<file path="src/rtl/branch_target_buffer_nway_pkg.sv">
// branch_target_buffer_nway_pkg: shared LRU age-step and direction-counter helpers for the BTB
package branch_target_buffer_nway_pkg;
  function automatic int unsigned age_next(input int unsigned age, input int unsigned touched_age);
    return (age == touched_age) ? 0 : (age < touched_age) ? age + 1 : age;
  endfunction
  function automatic int unsigned cnt_step(input int unsigned cnt, input logic up, input int unsigned cnt_w);
    return up ? ((cnt == (32'd1 << cnt_w) - 1) ? cnt : cnt + 1) : ((cnt == 0) ? 0 : cnt - 1);
  endfunction
  function automatic int unsigned weak_taken(input int unsigned cnt_w);
    return 32'd1 << (cnt_w - 1);
  endfunction
endpackage

</file>
<file path="src/rtl/branch_target_buffer_nway_lru_set.sv">
// branch_target_buffer_nway_lru_set: one set's true-LRU age vector and victim choice
//   clk, rst_n          clock, async active-low reset (ages return to age[w]=w)
//   flush               ages return to age[w]=w
//   touch, touch_way    make touch_way MRU
//   valid               per-way valid mask of this set
//   victim              lowest invalid way, else the oldest way
module branch_target_buffer_nway_lru_set
  import branch_target_buffer_nway_pkg::*;
#(
  parameter int WAY_N = 2,
  parameter int WAY_W = $clog2(WAY_N)
) (
  input  logic             clk,
  input  logic             rst_n,
  input  logic             flush,
  input  logic             touch,
  input  logic [WAY_W-1:0] touch_way,
  input  logic [WAY_N-1:0] valid,
  output logic [WAY_W-1:0] victim
);
  logic [WAY_W-1:0] age [WAY_N];
  always_ff @(posedge clk or negedge rst_n)
    if (!rst_n) for (int w = 0; w < WAY_N; w++) age[w] <= WAY_W'(w);
    else for (int w = 0; w < WAY_N; w++)
      age[w] <= flush ? WAY_W'(w) : touch ? WAY_W'(age_next(32'(age[w]), 32'(age[touch_way]))) : age[w];
  // Descending scans so the lowest index wins; invalid ways override the oldest way.
  always_comb begin
    victim = '0;
    for (int w = WAY_N - 1; w >= 0; w--) if (age[w] == WAY_W'(WAY_N - 1)) victim = WAY_W'(w);
    for (int w = WAY_N - 1; w >= 0; w--) if (!valid[w]) victim = WAY_W'(w);
  end
endmodule

</file>
<file path="src/rtl/branch_target_buffer_nway.sv">
// branch_target_buffer_nway: N-way set-associative BTB with saturating direction counters and true-LRU
//   clk, rst_n                   clock, async active-low reset
//   flush                        invalidate every entry
//   search_stb/search_inst_addr  fetch lookup; registered result one cycle later
//   search_valid/hit/predict_branch/addr   lookup result (addr=0 on miss)
//   jump_stb/valid/addr/inst_addr          resolved-branch update from execute
module branch_target_buffer_nway
  import branch_target_buffer_nway_pkg::*;
#(
  parameter int SET_N  = 16,
  parameter int WAY_N  = 2,
  parameter int CNT_W  = 2,
  parameter int ADDR_W = 32
) (
  input  logic              clk,
  input  logic              rst_n,
  input  logic              flush,
  input  logic              search_stb,
  input  logic [ADDR_W-1:0] search_inst_addr,
  output logic              search_valid,
  output logic              search_hit,
  output logic              search_predict_branch,
  output logic [ADDR_W-1:0] search_addr,
  input  logic              jump_stb,
  input  logic              jump_valid,
  input  logic [ADDR_W-1:0] jump_addr,
  input  logic [ADDR_W-1:0] jump_inst_addr
);
  localparam int IDX_W = $clog2(SET_N);
  localparam int WAY_W = $clog2(WAY_N);
  localparam int TAG_W = ADDR_W - 2 - IDX_W;
  logic [WAY_N-1:0]  valid  [SET_N];
  logic [TAG_W-1:0]  tag    [SET_N][WAY_N];
  logic [ADDR_W-1:0] target [SET_N][WAY_N];
  logic [CNT_W-1:0]  cnt    [SET_N][WAY_N];
  logic [IDX_W-1:0] s_idx, j_idx;
  logic [TAG_W-1:0] s_tag, j_tag;
  logic [WAY_W-1:0] s_way, j_way, j_sel;
  logic             s_hit, j_hit, s_ok, upd, s_touch;
  logic [SET_N-1:0] touch;
  logic [WAY_W-1:0] touch_way [SET_N];
  logic [WAY_W-1:0] victim    [SET_N];
  logic             unused_low;
  assign unused_low = ^{search_inst_addr[1:0], jump_inst_addr[1:0]};
  assign s_idx = search_inst_addr[IDX_W+1:2];
  assign s_tag = search_inst_addr[ADDR_W-1:IDX_W+2];
  assign j_idx = jump_inst_addr[IDX_W+1:2];
  assign j_tag = jump_inst_addr[ADDR_W-1:IDX_W+2];
  always_comb begin
    s_hit = 1'b0;
    s_way = '0;
    j_hit = 1'b0;
    j_way = '0;
    for (int w = 0; w < WAY_N; w++) begin
      if (valid[s_idx][w] && tag[s_idx][w] == s_tag) begin
        s_hit = 1'b1;
        s_way = WAY_W'(w);
      end
      if (valid[j_idx][w] && tag[j_idx][w] == j_tag) begin
        j_hit = 1'b1;
        j_way = WAY_W'(w);
      end
    end
  end
  // A miss that is not taken leaves the set untouched.
  assign upd     = jump_stb && !flush && (j_hit || jump_valid);
  assign j_sel   = j_hit ? j_way : victim[j_idx];
  assign s_ok    = search_stb && !flush;
  // When the update lands in the searched set only the update's recency counts.
  assign s_touch = s_ok && s_hit && !(upd && j_idx == s_idx);
  always_comb
    for (int s = 0; s < SET_N; s++) begin
      touch[s]     = (upd && j_idx == IDX_W'(s)) || (s_touch && s_idx == IDX_W'(s));
      touch_way[s] = (upd && j_idx == IDX_W'(s)) ? j_sel : s_way;
    end
  for (genvar s = 0; s < SET_N; s++) begin : g_set
    branch_target_buffer_nway_lru_set #(.WAY_N(WAY_N)) u_lru (
      .clk      (clk),
      .rst_n    (rst_n),
      .flush    (flush),
      .touch    (touch[s]),
      .touch_way(touch_way[s]),
      .valid    (valid[s]),
      .victim   (victim[s])
    );
  end
  always_ff @(posedge clk or negedge rst_n)
    if (!rst_n) begin
      for (int s = 0; s < SET_N; s++) begin
        valid[s] <= '0;
        for (int w = 0; w < WAY_N; w++) cnt[s][w] <= '0;
      end
    end else if (flush) begin
      for (int s = 0; s < SET_N; s++) valid[s] <= '0;
    end else if (upd) begin
      valid[j_idx][j_sel] <= 1'b1;
      cnt[j_idx][j_sel]   <= j_hit ? CNT_W'(cnt_step(32'(cnt[j_idx][j_sel]), jump_valid, CNT_W))
                                   : CNT_W'(weak_taken(CNT_W));
    end
  // Tag and target storage carries no reset; valid gates every use.
  always_ff @(posedge clk)
    if (upd && jump_valid) begin
      tag[j_idx][j_sel]    <= j_tag;
      target[j_idx][j_sel] <= jump_addr;
    end
  always_ff @(posedge clk or negedge rst_n)
    if (!rst_n) begin
      search_valid          <= 1'b0;
      search_hit            <= 1'b0;
      search_predict_branch <= 1'b0;
      search_addr           <= '0;
    end else begin
      search_valid          <= s_ok;
      search_hit            <= s_ok && s_hit;
      search_predict_branch <= s_ok && s_hit && cnt[s_idx][s_way][CNT_W-1];
      search_addr           <= (s_ok && s_hit) ? target[s_idx][s_way] : '0;
    end
endmodule
</file>
<file path="config.mk">
export PLATFORM = sky130hd
export DESIGN_NAME = branch_target_buffer_nway
export DESIGN_NICKNAME = d
export VERILOG_FILES = /design/src/rtl/branch_target_buffer_nway_pkg.sv /design/src/rtl/branch_target_buffer_nway_lru_set.sv /design/src/rtl/branch_target_buffer_nway.sv
export SDC_FILE = /design/constraint.sdc
export NUM_CORES = 2
export LEC_CHECK = 0
export BUFFER_PORTS_ARGS = -buffer_cell sky130_fd_sc_hd__buf_2
export CAP_MARGIN = 20
export CORE_UTILIZATION = 40
export CTS_CLUSTER_DIAMETER = 80
export DETAILED_ROUTE_END_ITERATION = 10
export PLACE_DENSITY = 0.54
export SYNTH_ARGS = -nofsm -noshare
export SYNTH_HDL_FRONTEND = slang
export SYNTH_SLANG_ARGS = --single-unit
export TNS_END_PERCENT = 5
</file>
<file path="constraint.sdc">
create_clock -name clk -period 10.1 [get_ports clk]
set_input_delay 1.01 -clock clk [delete_from_list [all_inputs] [get_ports clk]]
set_output_delay 1.01 -clock clk [all_outputs]
set_load 0.005 [all_outputs]
</file>
# --- After elaboration in Yosys (flattened, before gate mapping) ---
# Memories as Yosys holds them, arrays and structs flattened.
# Cells that the tools add are included.
op_classes:
  addsub: 34
  mux: 310
  n_eq_ne: 68
  order_cmp: 56
  bitwise_logic: 22
  reduce_logical: 151
ops:
  columns: ["op", "n"]
  rows:
  - ["1-bit 2-to-1 mux", 267]
  - ["32-bit 2-to-1 mux", 7]
  - ["26-bit equality test", 4]
  - ["3-bit nonzero test", 32]
  - ["2-bit AND reduction", 33]
  - ["64-bit bitwise mux", 1]
  - ["4-bit equality test, second input constant", 16]
  - ["64-bit 2-to-1 mux", 1]
  - ["52-bit 2-to-1 mux", 1]
  - ["1-bit logical AND", 47]
  - ["2-bit greater-or-equal comparator, second input constant", 18]
  - ["1-bit NOT with 2-bit output", 18]
  - ["2-bit nonzero test", 17]
  - ["1-bit adder, second input constant", 32]
  - ["4-bit binary-select mux with 4-bit select", 2]
  - ["32-bit demux with 1-bit select", 1]
  - ["1-bit equality test", 32]
  - ["4-bit by 3-bit equality test with 1-bit output, second input constant", 8]
  - ["1-bit less-than comparator", 32]
  - ["2-bit 2-to-1 mux", 16]
  - ["32-bit OR", 1]
  - ["26-bit demux with 1-bit select", 1]
  - ["26-bit 2-to-1 mux", 1]
  - ["4-bit 2-to-1 mux", 5]
  - ["other kinds (23)", 48]
totals:
  input_bits: 102
  output_inout_bits: 35
  register_bits: 163
  mem_bits_rw: 1856
  mem_count: 2
  wordCells: 727
mem_list:
  columns: ["memory", "words", "width", "read_ports", "rd_clocked_by_memory_dff", "wr", "line_no", "text"]
  rows:
  - ["target", 16, 64, 1, 0, 1, "branch_target_buffer_nway.sv:34", "logic [ADDR_W-1:0] target [SET_N][WAY_N];"]
  - ["tag", 16, 52, 2, 0, 1, "branch_target_buffer_nway.sv:33", "logic [TAG_W-1:0] tag [SET_N][WAY_N];"]

# --- Logic depth before layout (Yosys ltp) ---
depth:
  word_depth: 20
  mapped_depth: 25

# --- Modules after synthesis ---
# Synthesis repeated with hierarchy kept, for this count alone.
hier_totals:
  hier_cells: 4523
  hier_area_um2: 88645.0
by_module_without_submodules:
  columns: ["mod", "area_each_um2", "cells_per_inst", "seq_area_each_um2", "instances"]
  rows:
  - ["branch_target_buffer_nway", 86422.9, 4283, 59011.6, 1]
  - ["branch_target_buffer_nway_lru_set", 138.9, 15, 51.3, 16]

# --- Worst setup path after synthesis ---
# No wires, ideal clock.
synth_timing:
  path_kind: "input to register"
  start: "in jump_inst_addr[5]"
  end: "mem tag[2][26] (netlist name), enable pin"
  path_stages: 17
  path_buffers: 6
  setup_time_ns: 0.474
  setup_slack_ns: 3.044
  arrival_ns: 6.581
  cell_sequence: "buf_2 -> buf_4 -> buf_2 -> buf_2 -> buf_2 -> mux2i_1 -> nand2_1 -> a31o_2 -> a2111oi_1 -> nand4_1 -> o2bb2ai_1 -> nor3_1 -> nor2_1 -> nor2_1 -> nand3_1 -> clkbuf_1 -> nor2_1"
synth_between:
  elab_chain_len: 14
  elab_cells_between_ends: 27
  cone_classes: "order compare: 2; eq/ne: 2; mux: 14; bitwise: 2; reduce/logical: 6; memory: 1"
synth_rtl:
  columns: ["item", "line_no", "text"]
  rows:
  - ["start, declared", "branch_target_buffer_nway.sv:27", "input logic [ADDR_W-1:0] jump_inst_addr"]
  - ["parallel branches: the longest is 14 deep, another holds memory read 16 x 52 bit", null, null]
  - ["end, declared", "branch_target_buffer_nway.sv:33", null]
# Parallel ways; which one is timed is not known. The select of a mux whose other input is x is not followed.

# --- Worst setup path in the final report ---
layout_timing:
  start: "in jump_inst_addr[5]"
  end: "reg g_set[8].u_lru.age[1] (netlist name)"
layout_between:
  elab_chain_len: 19
  elab_cells_between_ends: 39
  cone_classes: "order compare: 1; eq/ne: 5; mux: 17; bitwise: 2; reduce/logical: 13; memory: 1"
layout_rtl:
  columns: ["item", "line_no", "text"]
  rows:
  - ["parallel branches: the longest is 19 deep, another holds memory read 16 x 52 bit", null, null]
  - ["end signal, assigned by index", "branch_target_buffer_nway_lru_set.sv:25", "age[w] <= flush ? WAY_W'(w) : touch ? WAY_W'(age_next(32'(age[w]), 32'(age[touch_way]))) : age[w];"]
  - ["end, declared", "branch_target_buffer_nway_lru_set.sv:21", "logic [WAY_W-1:0] age [WAY_N];"]
# Parallel ways; which one is timed is not known. The select of a mux whose other input is x is not followed.
# A chain may end at the register's enable or synchronous reset.

==> flow_summary.ini <==
[route]
ant_nets = 0
drt_iter0_drc = 7111
drc = 0
dr.pass1.iters = 8
vias = 52180
avgViaCountPerCell = 6.284
drt-total-wl_um = 302800
post_drt_wl_per_cell_um = 36.47

[sta]
fin_skew_ns = 0.08231
clock.fmax_mhz = 134.5
post-route-min-period_ns = 7.435
rsz0062_at_grt = no
hold-worst-slack_ns = 0.1897
max_slew_margin_pct = 15.41
fin_ws_ns = 2.665
setup-tns-final_ns = 0
setup_viol = 0
slew_viol_final = 0
final_hold_viol_count = 0
period_share_pct = 73.61
worst_pin_slew_ns = 1.234

[critical_path]
critPathKind = in -> reg
crit_path_end_kind = flop
crit_required_ns = 10.85
worstPathArrival_ns = 8.18
crit_fanout = 74
slowest_stage = nor2b_2
cpPeakStageDelay_ns = 0.86
setup.worst_path.start_class = input pin
rrSetupSlack_ns = 3.92
crit_chain = buf_8 > nor2b_2 > a22oi_1 > a31o_1 > o31ai_1 > o2111ai_1 > or3_1 > or3_4 > a22o_4 > nand2b_1 > o22ai_1 > mux2i_1 > ha_1 > or2_2 > o2111a_1 > a211o_1

[logic_synthesis]
seq_area_frac_synth_pct = 66.29
synth.avg_cell_area_um2 = 18.40
netlist_area_um2 = 90260
synth.area.top_cells = edfxtp_1 (62%), mux4_2 (16%), dfrtp_1 (4.1%)
synth_top_cell_by_area = edfxtp_1
synthFlopType = edfxtp_1
async_flop_share_pct = 8.073
syn_inst = 4904
syn-num-nets = 5054
yosys_warnings = 0
synth-edff-count = 1856
synth.distinct_cells = 99
synth_seq_cells = 2019
netlist.area_leader.share_pct = 61.75

[finish]
drive_above_1_share_pct = 27.90
utilization_pct = 45.52
final_cell_mix = edfxtp_1 (1,856), mux4_2 (654), mux2i_1 (358)
stdcell_count = 8303
syn_to_final_growth_pct = 13.21
mostFrequentLayoutCell = edfxtp_1
fin_nets = 5268
fin_area_um2 = 102200

[clocking]
htree_levels = 4
cts_root_buf = clkbuf_16
post_cts_buffers = 0
cts.sinks = 2019
clock_path_buffers = 3
cts_hold_buf = 0
cts_buffers = 215
clk_pin_slew_worst_paths_ns = 0.06
cts_tree = yes
clk_latency_ns = 0.89
ctsResizeCount = 0

[grt]
grtUsageTotal_pct = 26.35
grt_max_degree = 113
antenna_found_initial = 34
grt_pass1_vias = 51830
grt_pass1_wl_um = 418400
grt-ovfl-total = 0

[job]
maxCapViolCount = 0

[min_path]
hp-class = in -> async

[placement]
place_ws_ns = 1.841
place_area_um2 = 95150
globalplace.congestion = 0.9787
portBuffers = 132
dp.cells = 7893
dp_hpwl_um = 181400

[pwr]
vdd_drop_max_mv = 0.1590
p_per_area_nw_per_um2 = 179.8
totalPowerFinal_mw = 18.38
p_leak_nw = 34.16

[die]
initial_utilization_pct = 40.21
core.rowCount = 174
io_pins = 137
die_height_um = 477.0
fp.dieArea_um2 = 227500
core_um2 = 224500
die_w_um = 477.0

[status]
status = complete, no violations
-- state kept, by name, summed over array words and instances, names as in the netlist --
name                   count
target                  1024
search_predict_branch      1
cnt                       64
g_set.u_lru.age           32
valid                     32
search_addr               32
search_valid               1
tag                      832
search_hit                 1
-- cell families (layout without fill, tap and decap cells) --
kind of cell	Yosys count	in the layout	share of synthesized area, %
flip-flops	2019	2019	66.29
multiplexers	1137	1137	22.03
AND/OR/NAND/NOR	645	645	3.513
AO/OA/AOI/OAI	547	547	4.399
buffers and inverters	415	812	2.193
XOR/XNOR	90	90	0.8734
adder cells (fa/ha/maj)	51	51	0.6987
other	0	10	0
-- Yosys cell counts (9+ instances only) --
cell type	number
mux2_2	93
a31oi_1	29
a22o_1	16
and3_1	15
inv_1	105
dfstp_2	16
o22ai_1	89
xnor2_1	77
nor4_1	19
and4_1	12
ha_1	48
and2_1	28
clkbuf_1	128
mux4_2	654
a21oi_1	46
mux2_1	9
a211oi_1	13
buf_1	39
xor2_1	13
o22ai_2	10
o31a_1	9
a21o_1	22
nand2b_1	16
a22oi_1	84
nor2_1	188
or2_2	13
o21ai_0	78
edfxtp_1	1856
nand2_1	148
mux2i_1	358
o211ai_1	17
nor3_1	52
dfrtp_1	147
buf_4	28
nor2b_1	18
nand2_2	10
or3_1	14
nand3_1	61
buf_6	18
nand4_1	19
mux2_4	16
a2bb2oi_1	10
buf_2	84
o31ai_1	13
o2111ai_1	10
-- routing by layer --
metal / vias to the layer above / part of all wire, % / global-route usage, %
li1: 20820 / - / -
met1: 28220 / 42 / 36.98
met2: 2575 / 46 / 40.87
met3: 541 / 8.2 / 5.044
met4: 26 / 4.1 / 9.604
met5: - / 0.057 / 0
-- where the power goes --
| group | internal [mW] | leakage (nW) | switching [mW] |
|---|---|---|---|
| registers | 9.17 | 18.8 | 0.0170 |
| clock network | 4.41 | 3.38 | 3.41 |
| logic | 0.489 | 12.0 | 0.871 |
| total | 14.1 | 34.2 | 4.30 |
-- worst paths after layout --
check / startpoint / to / depth (start not counted)
min: rst_n / cnt[21] / 1
min in group clk: cnt[18] / cnt[18] / 1
max reg2reg: valid[8] / g_set[8].u_lru.age[1] / 15
max: jump_inst_addr[5] / g_set[8].u_lru.age[1] / 16
max in group asynchronous: rst_n / search_addr[11] / 2
min reg2reg: cnt[18] / cnt[18] / 1
-- cell type report --
class | instances | area, µm²
well taps | 2992 | 3744
fillers | 19150 | 122300
clock buffers | 285 | 5793
flip-flops and latches | 2019 | 59830
inverters | 111 | 424.2
diodes | 10 | 25.02
clock inverters | 115 | 1211
multi-input cells | 2470 | 28740
repair buffers | 301 | 2409
-- critical path, delay by kind of cell --
| family | cells | cell delay (ns) |
|---|---|---|
| simple gates | 5 | 2.90 |
| compound gates | 8 | 2.85 |
| buf+inv | 1 | 0.50 |
| mux | 1 | 0.36 |
| fa+ha+maj | 1 | 0.28 |
Power figures use the tool's default switching activity.
